**config.mk**
```make
export PLATFORM = sky130hd
export DESIGN_NAME = vec_reverse_arbiter
export DESIGN_NICKNAME = d
export VERILOG_FILES = /design/src/rtl/vec_reverse_arbiter.sv
export SDC_FILE = /design/constraint.sdc
export NUM_CORES = 1
export LEC_CHECK = 0
export CORE_UTILIZATION = 43
export CTS_CLUSTER_DIAMETER = 50
export DETAILED_ROUTE_END_ITERATION = 8
export PLACE_DENSITY = 0.87
export RECOVER_POWER = 25
export SYNTH_ARGS = -nofsm -noshare
export SYNTH_HDL_FRONTEND = slang
export SYNTH_SLANG_ARGS = --single-unit
```
**constraint.sdc**
```tcl
create_clock -name clk -period 1.8 [get_ports clk]
set_clock_uncertainty 0.05 [all_clocks]
set_input_delay 0.36 -clock clk [delete_from_list [all_inputs] [get_ports clk]]
set_output_delay 0.36 -clock clk [all_outputs]
set_load 0.01 [all_outputs]
```
**src/rtl/vec_reverse_arbiter.sv**
```systemverilog
// Two-requester round-robin arbiter feeding one registered bit-reversal stage.
// Latency: 1 cycle from accept to out_valid; one word per cycle when out_ready stays high.
// Backpressure: while the output is held, both readies stay low and nothing is counted.
module vec_reverse_arbiter #(
  parameter int WIDTH = 8,
  parameter int CNT_W = 8
) (
  input  logic             clk,
  input  logic             reset,
  input  logic             req0_valid,
  input  logic [WIDTH-1:0] req0_data,
  output logic             req0_ready,
  input  logic             req1_valid,
  input  logic [WIDTH-1:0] req1_data,
  output logic             req1_ready,
  output logic             out_valid,
  output logic [WIDTH-1:0] out_data,
  output logic             out_src,
  input  logic             out_ready,
  output logic [CNT_W-1:0] cnt0,
  output logic [CNT_W-1:0] cnt1
);

  localparam logic [0:0] ST_EMPTY = 1'b0;
  localparam logic [0:0] ST_FULL  = 1'b1;

  logic [0:0]       state;
  logic             last_grant;
  logic             slot_free;
  logic             grant_vld;
  logic             grant_sel;
  logic [WIDTH-1:0] grant_data;
  logic [WIDTH-1:0] grant_rev;

  // Reset gates the slot so no requester sees ready while reset is held.
  assign slot_free  = ~reset & ((state == ST_EMPTY) | out_ready);
  assign grant_vld  = slot_free & (req0_valid | req1_valid);
  assign grant_sel  = req1_valid & (~req0_valid | ~last_grant);
  assign grant_data = grant_sel ? req1_data : req0_data;

  assign req0_ready = grant_vld & ~grant_sel;
  assign req1_ready = grant_vld &  grant_sel;
  assign out_valid  = (state == ST_FULL);

  always_comb begin
    grant_rev = '0;
    for (int i = 0; i < WIDTH; i++) begin
      grant_rev[i] = grant_data[WIDTH-1-i];
    end
  end

  always_ff @(posedge clk) begin
    if (reset) begin
      state      <= ST_EMPTY;
      out_data   <= '0;
      out_src    <= 1'b0;
      last_grant <= 1'b1;
      cnt0       <= '0;
      cnt1       <= '0;
    end else if (grant_vld) begin
      state      <= ST_FULL;
      out_data   <= grant_rev;
      out_src    <= grant_sel;
      last_grant <= grant_sel;
      if (!grant_sel && (cnt0 != {CNT_W{1'b1}})) cnt0 <= cnt0 + 1'b1;
      if ( grant_sel && (cnt1 != {CNT_W{1'b1}})) cnt1 <= cnt1 + 1'b1;
    end else if ((state == ST_FULL) && out_ready) begin
      state <= ST_EMPTY;
    end
  end

endmodule
```
==> results summary <==
The pin count of the biggest net entering global routing is 25. The congestion estimate from routability-driven global placement came to about 0.78. The buffering stage count on the worst path with inverters included is 2.

The final-layout worst hold slack is about 440 ps. In this run, the combinational gates consume 19.8% of the power. The area of the mapped netlist came out at about 1300 um^2. The area overhead of the layout relative to synthesis is 51.2%.

STA classifies the critical path endpoint as a primary output. The total of fill cells in the finished design is between 200 and 250. The highest net fanout along the worst path is 3. The path class of the tightest hold or removal check is reg -> reg.

The overall die area is ~3100 um^2. Summing all placed instances gives a cell area of around 1900 um^2. The mean instance size in the synthesized netlist came out at about 8.9 um^2. Setup slack on the worst reg-to-reg path comes out at 120 ps. In the final layout, the share of cells above drive strength 1 is roughly 18%.

After routing the design area is 1900 um^2. The remaining max-slew budget at the tightest pin is between 60% and 70%. The total DRC errors in the routed layout came out at 0. The worst supply voltage drop on vdd is 0.000490 V. The count of max-cap constraint violations came out at 0. The flow ran to the end, and the final reports show no timing, DRC or antenna violations.

The capture point of the critical path is cnt1[0]. The gate count of the mapped netlist is between 100 and 150. After clock tree synthesis, the clock-pin slew on the worst setup and hold paths is between 100 and 150 ps. The signal on the critical path passes through buf_4, clkdlybuf4s50_1. The number of non-filler instances in the completed layout is about 230. The height of the die came out at around 56 um. The slowest cell on the critical path is sky130_fd_sc_hd__clkdlybuf4s50_1. The most critical setup path has its startpoint at cnt1[0]. The met3 usage in global routing is 5.58%. In this run the critical register-to-register path is launched from last_grant. The total number of cells along the worst setup path is 2. The number of H-tree branching levels came out at 1. The library cells used most frequently in the layout, excluding fill and tap cells, are sky130_fd_sc_hd__clkdlybuf4s50_1 (44), sky130_fd_sc_hd__dfxtp_1 (18), sky130_fd_sc_hd__a21oi_1 (14), sky130_fd_sc_hd__buf_4 (14), sky130_fd_sc_hd__nor2_1 (11).

In the routed layout, each cell is associated on average with a via count of around 5.6. In this run, post-CTS hold repair placed 0 buffers. The end of the worst register-to-register path is cnt1[3].

The first-pass iteration count of the detailed router came out at 4. The final cell utilization of the core came out at around 69%. The number of I/O port buffers came out at 48. The met2 track demand over resource in global routing is 36.6%. For this block, the initial DRC count from the detailed router was 45. The total wire length after detailed routing came out at between 3 and 4 mm. Global routing finished with a remaining overflow of 0. The endpoint required time on the critical path came out at around 1400 ps. After synthesis the netlist holds a flip-flop and latch count of 27. The max-slew violation count came to 0. The sink count of the clock tree is 27. The first global-routing pass estimated between 5 and 6 mm of wire. The final critical-path required period came out at about 1700 ps. Setup repair after global routing left no endpoint under its margin. The final critical-path share of the clock period came out at slightly below 100%. The via count of the first global-routing pass came out at 1,184.

On the worst path, the slowest cell contributes a delay of 530 ps. The number of top-level pins came out at 49. The number of placement rows is 19. The clock share of power came out at about a quarter. The number of failing hold endpoints at the final stage came out at 0.

The remaining number of nets flagged by the antenna check after routing came out at 0. The clock insertion delay at the later pin of the skew report came out at between 300 and 400 ps. The routed wirelength normalized by instance count came out at 13.1 um. The number of cells after detailed placement is approximately 230.

The final HPWL from detailed placement came out at roughly 2.3 mm. The static leakage is ~0.7 nW. The critical path's top delay family is buffers and inverters. The total power is roughly 1.1 mW. The overall routing resource usage came out at a little over 20%.

The sequential share of power is between 50% and 60%. Setup violations remaining at the end of the flow were counted as 0. The tree is rooted in a sky130_fd_sc_hd__clkbuf_4. The transition time at the pin with the least slew margin came out at just under 500 ps. The post-synthesis cell type count is 31. The internal power of the cells totals 0.840 mW. The final antenna diode count is 0. TritonCTS built the clock tree. After the last flow step, the layout net total stands at about 230. Leaving out fill and tap cells, the most frequent cell in the layout is sky130_fd_sc_hd__clkdlybuf4s50_1. The count of synthesis-stage warnings from yosys is 0. The via total after detailed routing is 1,308.

The path type of the worst setup path is reg -> out. Of the synthesized area, sequential elements account for about 43%. For this configuration, the core starts out at a cell density of 45.6%.

The synthesized netlist net count came out at approximately 160. In this run the standard cell core region covers around 2800 um^2. The power per unit of standard cell area is ~590 nW/um^2. After global routing, the most crowded layer is met2. The kind of start point of the critical path is a register. The maximum clock frequency is between 500 and 600 MHz. Global routing consumed, on the met1 layer, 23.3% of the routing resources. The worst register-to-register path has a depth of 7. Net switching is about 25% of the power. The number of buffers on the longest clock path is 2. Clock tree synthesis inserted a total of 3 buffers. Data arrives at the worst endpoint at approximately 1300 ps. The number of antenna violations at the first check in global routing is 0.

The floorplan step set the die width to 56.1 um. The analysis attributes to net switching a power of around 0.29 mW.
-- cells by family after synthesis --
| kind of cell | after synthesis | synth area share, % |
|---|---|---|
| AND/OR/NAND/NOR | 46 | 19.9 |
| AO/OA/AOI/OAI | 40 | 21.1 |
| flip-flops | 27 | 43.0 |
| buffers and inverters | 15 | 5.37 |
| multiplexers | 10 | 7.96 |
| adder cells (fa/ha/maj) | 2 | 1.99 |
| XOR/XNOR | 1 | 0.697 |
-- cells in the mapped netlist --
library cell / instances / share of area, %
sky130_fd_sc_hd__and4_1: 1 / 0.70
sky130_fd_sc_hd__nand2b_1: 3 / 1.5
sky130_fd_sc_hd__o31ai_1: 5 / 3.0
sky130_fd_sc_hd__or4_1: 5 / 3.0
sky130_fd_sc_hd__buf_2: 3 / 1.2
sky130_fd_sc_hd__ha_1: 2 / 2.0
sky130_fd_sc_hd__xor2_1: 1 / 0.70
sky130_fd_sc_hd__nor2b_1: 1 / 0.50
sky130_fd_sc_hd__nand3b_1: 1 / 0.60
sky130_fd_sc_hd__nand3_1: 7 / 2.8
sky130_fd_sc_hd__a211oi_1: 8 / 4.8
sky130_fd_sc_hd__nor4_1: 1 / 0.50
sky130_fd_sc_hd__o41ai_1: 2 / 1.4
sky130_fd_sc_hd__nor2_1: 11 / 3.3
sky130_fd_sc_hd__o2111ai_2: 1 / 1.2
sky130_fd_sc_hd__inv_1: 6 / 1.8
sky130_fd_sc_hd__or2b_1: 1 / 0.60
sky130_fd_sc_hd__mux2i_1: 10 / 8.0
sky130_fd_sc_hd__o21ai_0: 7 / 2.8
sky130_fd_sc_hd__buf_6: 1 / 0.90
sky130_fd_sc_hd__dfxtp_1: 27 / 43
sky130_fd_sc_hd__inv_2: 1 / 0.30
sky130_fd_sc_hd__clkbuf_1: 4 / 1.2
sky130_fd_sc_hd__o211a_1: 1 / 0.80
sky130_fd_sc_hd__a21oi_1: 14 / 5.6
sky130_fd_sc_hd__or3_1: 5 / 2.5
sky130_fd_sc_hd__o311ai_0: 1 / 0.70
sky130_fd_sc_hd__or2_2: 1 / 0.50
sky130_fd_sc_hd__nand4_1: 4 / 2.0
sky130_fd_sc_hd__nand2_1: 5 / 1.5
sky130_fd_sc_hd__a21boi_2: 1 / 0.90
-- how the worst min path moves through the flow --
stage,start,end,cells after the start
floorplan,out_src,out_src,2
global placement,out_src,out_src,2
detailed placement,out_src,out_src,2
CTS,out_src,out_src,2
global route,out_src,out_src,2
finish,out_src,out_src,2
-- registers in the layout (all words and copies together), names as in the netlist --
name,flops
cnt1,8
cnt0,8
last_grant,1
out_data,8
out_valid,1
out_src,1
-- routing by layer --
metal / vias up / part of all wire [%]
met2: 51 / 48
met3: 7 / 8.0
met4: 0 / 1.8
met1: 604 / 42
li1: 646 / -
met5: - / 0
-- worst reg2reg max path, cell delays in order (launching register included) --
cell and delay [ps]:
sky130_fd_sc_hd__dfxtp_2 370, sky130_fd_sc_hd__a21boi_4 140, sky130_fd_sc_hd__buf_4 140, sky130_fd_sc_hd__buf_4 100, sky130_fd_sc_hd__o2111ai_2 120, sky130_fd_sc_hd__buf_4 200
sky130_fd_sc_hd__or3_1 340, sky130_fd_sc_hd__a21oi_1 140
-- power groups by stage --
stage,Sequential [mW],Combinational [mW],Clock (mW)
floorplan,0.658,0.0835,0
global placement,0.648,0.218,0
detailed placement,0.649,0.225,0
CTS,0.638,0.227,0.275
global route,0.642,0.243,0.295
finish,0.639,0.223,0.265
-- timing repair --
| action | CTS | global route |
|---|---|---|
| resized for setup | 10 | 13 |
| setup endpoints to repair | 4 | 18 |
| buffers inserted | 1 | 0 |
| endpoints found under the hold margin | 0 | 0 |
| pin swaps | 0 | 0 |
-- through the flow --
stage	setup WS, ps	TNS, ps
detailed placement	-426	-4500
floorplan	169	0
global placement	-395	-3750
finish	57.6	0
global route	5.92	0
CTS	8.11	0
-- cell type report --
| type | instances | area [um^2] | area share [%] |
|---|---|---|---|
| Timing Repair Buffer | 65 | 587 | 30.9 |
| Sequential cell | 27 | 552 | 29.0 |
| Clock buffer | 4 | 26.3 | 1.38 |
| Multi-Input combinational cell | 99 | 672 | 35.3 |
| Inverter | 7 | 26.3 | 1.38 |
| Tap cell | 31 | 38.8 | 2.04 |
No activity file was read; power rests on OpenSTA's default activity.
